[config.mk]
export PLATFORM = sky130hd
export DESIGN_NAME = multiplier_4xn
export DESIGN_NICKNAME = d
export VERILOG_FILES = /design/src/rtl/multiplier_4xn.sv
export SDC_FILE = /design/constraint.sdc
export NUM_CORES = 1
export LEC_CHECK = 0
export BUFFER_PORTS_ARGS = -buffer_cell sky130_fd_sc_hd__buf_4
export CAP_MARGIN = 20
export CORE_UTILIZATION = 38
export CTS_CLUSTER_DIAMETER = 60
export DETAILED_ROUTE_END_ITERATION = 10
export PLACE_DENSITY = 0.61
export SLEW_MARGIN = 30
export SYNTH_ARGS = -nofsm -noshare
export SYNTH_HDL_FRONTEND = slang
export SYNTH_SLANG_ARGS = --single-unit
[constraint.sdc]
create_clock -name clk -period 19.5 [get_ports clk]
set_clock_uncertainty 0.1 [all_clocks]
set_input_delay 2.925 -clock clk [delete_from_list [all_inputs] [get_ports clk]]
set_output_delay 2.925 -clock clk [all_outputs]
set_load 0.005 [all_outputs]
[src/rtl/multiplier_4xn.sv]
// multiplier_4xn: pipelined unsigned 4 x N multiplier.
// Input register stage -> three ripple-carry full-adder rows -> output register stage.
// Fixed two-edge latency, one new operation accepted every cycle, no back-pressure.
module multiplier_4xn #(
    parameter int unsigned N = 31
) (
    input  logic           clk,
    input  logic           rst_n,
    input  logic           in_valid,
    input  logic [3:0]     A,
    input  logic [N-1:0]   B,
    output logic           out_valid,
    output logic [N+3:0]   P
);

    // Product width; 15 * (2^N - 1) always fits, so no row ever drops a carry.
    localparam int unsigned W = N + 4;

    // Stage 0 registers
    logic [3:0]   a_q;
    logic [N-1:0] b_q;
    logic         v_q;

    // Combinational array
    logic [W-1:0] b_ext;
    logic [W-1:0] pp [4];
    logic [W-1:0] row1;
    logic [W-1:0] row2;
    logic [W-1:0] row3;

    // Single full-adder cell: returns {carry_out, sum}.
    function automatic logic [1:0] full_add(input logic x, input logic y, input logic cin);
        logic s;
        logic co;
        s  = x ^ y ^ cin;
        co = (x & y) | (cin & (x ^ y));
        return {co, s};
    endfunction

    // One ripple-carry row of W full-adder cells. Operands are zero-extended to W bits,
    // so the carry out of the top cell is always zero and is dropped.
    function automatic logic [W-1:0] ripple_row(input logic [W-1:0] x, input logic [W-1:0] y);
        logic [W-1:0] s;
        logic [1:0]   fa;
        logic         c;
        c = 1'b0;
        for (int unsigned k = 0; k < W; k++) begin
            fa   = full_add(x[k], y[k], c);
            s[k] = fa[0];
            c    = fa[1];
        end
        return s;
    endfunction

    // Capture operands only on a valid cycle; the valid bit follows in_valid every edge.
    always_ff @(posedge clk or negedge rst_n) begin
        if (!rst_n) begin
            a_q <= '0;
            b_q <= '0;
            v_q <= 1'b0;
        end else begin
            v_q <= in_valid;
            if (in_valid) begin
                a_q <= A;
                b_q <= B;
            end
        end
    end

    // Partial products and the three adder rows (the critical path of the block).
    always_comb begin
        b_ext = W'(b_q);
        for (int i = 0; i < 4; i++) begin
            pp[i] = a_q[i] ? (b_ext << i) : '0;
        end
        row1 = ripple_row(pp[0], pp[1]);
        row2 = ripple_row(row1, pp[2]);
        row3 = ripple_row(row2, pp[3]);
    end

    // Register the array output so its ripple glitches never reach P; P holds when idle.
    always_ff @(posedge clk or negedge rst_n) begin
        if (!rst_n) begin
            P         <= '0;
            out_valid <= 1'b0;
        end else begin
            out_valid <= v_q;
            if (v_q) begin
                P <= row3;
            end
        end
    end

endmodule

==> impl_metrics.toml <==
[drt]
drc = 0
vias = 3307
ant_nets = 0
viasPerCell = 4.561
firstDrtPassIters = 4
routed_wl_mm = 10.03
wire_per_inst_um = 13.83
drt_iter0_markers = 65

[die]
die_h_um = 122.9
ios = 74
start_util_pct = 39.55
rows = 43
core_area_um2 = 14040
dieWidth_um = 122.9
dieArea_um2 = 15100

[cts]
cts_hold_buf = 0
htree_levels = 3
cts_resized = 0
clockBufferDepth = 2
cts_tree = "built"
cts_root_buffer = "clkbuf_16"
insertion_delay_ns = 0.34
cts_buffers = 9
clock_sinks = 72
postCtsSetupBuffers = 0
path_clk_slew_ns = 0.06

[global_route]
antenna_found_initial = 0
track_usage_pct = 15.46
grt_pass1_vias = 3672
grt_overflow = 0
grt_max_degree = 73
grt_pass1_wl_mm = 17.72

[timing]
worst_slew_pin_slew_ns = 0.9533
period_needed_ns = 17.47
setup_viol = 0
timing.final.crit_share_pct = 89.57
maxSlewHeadroom_pct = 36.45
fmax_ghz = 0.05725
hold_viol = 0
tns_ns = 0
rsz0062_at_grt = "no"
slew_viol_final = 0
timing.hold.ws_ns = 0.4132

[synthesis]
postSynthCellCount = 474
yosysSeqAreaShare_pct = 32.44
syn_area_um2 = 5554
avgSynthCellArea_um2 = 11.72
synth_top_area_cell = "dfrtp_1"
ys_ff_latch = 72
ys_types = 16
yosysTopAreaCellShare_pct = 32.44
yosysWarnings = 0
ys_top_cells_by_area = "dfrtp_1 32%, fa_1 32%, mux2_4 8.1%, inv_1 6.4%, nand2_1 5.8%"
syn_nets = 605

[critical_path]
rrSetupSlack_ns = 2.03
required_ns = 19.60
crit_fanout = 32
slowest_stage = "dfrtp_1"
critPathKind = "flop to flop"
cp_top_family = "adder cells"
critPathMaxStageDelay_ns = 0.96
crit_top_cell = "fa_1"
cp-end-kind = "flop"
cp.buffers_inverters = 3
crit_arrival_ns = 17.57
start_kind = "flop"

[place]
gp_congestion = 0.7291
dp_hpwl_mm = 7.451
io_buffers = 73

[run]
cap_viol_max_count = 0

[final_layout]
nets = 671
multiInputGateArea_um2 = 3247
final_cell_mix = "95 x inv_1, 89 x fa_1, 86 x nand2_1, 74 x buf_4, 71 x dfrtp_1"
diodes = 0
syn2layout_area_growth_pct = 17.68
layout-drive-gt1-share_pct = 23.85
fillers = 1290
register_area_um2 = 1805
final_common_cell = "inv_1"

[pwr]
power_leakage_uw = 0.003239
power_density_nw_per_um2 = 113.7
vdd_ir_drop_max_uv = 52.54

[min_path]
worstHoldPathType = "flop to flop"

[outcome]
status = "finished, final reports clean"
-- registers in the layout (all words and copies together), names as in the netlist --
| signal | cells |
|---|---|
| out_valid | 1 |
| v_q | 1 |
| b_q | 31 |
| P | 35 |
| a_q | 4 |
-- synth_stat cells --
cell	instances
mux2_4	30
buf_6	1
ha_1	4
o21ai_0	1
mux2_2	8
inv_1	95
clkbuf_1	10
nand3_1	1
mux2i_1	31
buf_12	3
dfrtp_1	72
nand2_1	86
fa_1	89
buf_4	4
buf_2	2
and2_1	37
-- layer usage --
metal / vias to the layer above / part of all wire, % / wire (um) / GRT usage [%]
met2: 49 / 50 / 4983 / 25.63
met3: 11 / 3.9 / 388 / 3.552
met1: 1715 / 44 / 4460 / 19.72
li1: 1532 / - / - / -
met5: - / 0 / 0 / 0
met4: 0 / 1.9 / 193 / 5.869
-- area by class of cell --
class | count | area share (%)
flip-flops and latches | 72 | 27.62
clock buffers | 9 | 3.446
well taps | 180 | 3.446
multi-input cells | 287 | 49.67
inverters | 95 | 5.456
repair buffers | 75 | 8.672
clock inverters | 7 | 1.685
-- cells by family (layout without fill, tap and decap cells) --
family / after synthesis / in the layout / synth area share [%]
simple gates: 124 / 124 / 10.07
buf+inv: 115 / 186 / 9.101
fa+ha+maj: 93 / 93 / 32.98
flops: 72 / 72 / 32.44
mux: 69 / 69 / 15.32
compound gates: 1 / 1 / 0.09002
-- per-stage QoR --
| step | util (%) | instances | setup WS, ns | area [um2] | total power, uW |
|---|---|---|---|---|---|
| after detailed placement | 44.13 | 709 | 1.874 | 6197 | 568.6 |
| final | 46.55 | 725 | 2.034 | 6536 | 743.3 |
| after floorplan | - | 474 | 3.013 | 5554 | 441.2 |
| after global placement | 44.11 | 709 | 2.117 | 6195 | 561.9 |
| after CTS | 46.52 | 725 | 1.876 | 6533 | 761.9 |
| after global routing | 46.55 | 725 | 1.303 | 6536 | 818.7 |
-- where the power goes --
group          switching (uW)  total, uW  internal, uW
registers                35.1        230           194
clock network            60.9        185           124
logic                     158        329           171
total                     254        743           490
-- final timing paths --
kind / from / end / cells after the start
worst max-delay path: a_q[1] / P[33] / 40
worst min-delay path: P[2] / P[2] / 1
worst max register to register: a_q[1] / P[33] / 40
worst min register to register: P[2] / P[2] / 1
max in group asynchronous: rst_n / v_q / 1
min in group asynchronous: rst_n / b_q[14] / 1
No activity file was read; power rests on OpenSTA's default activity.
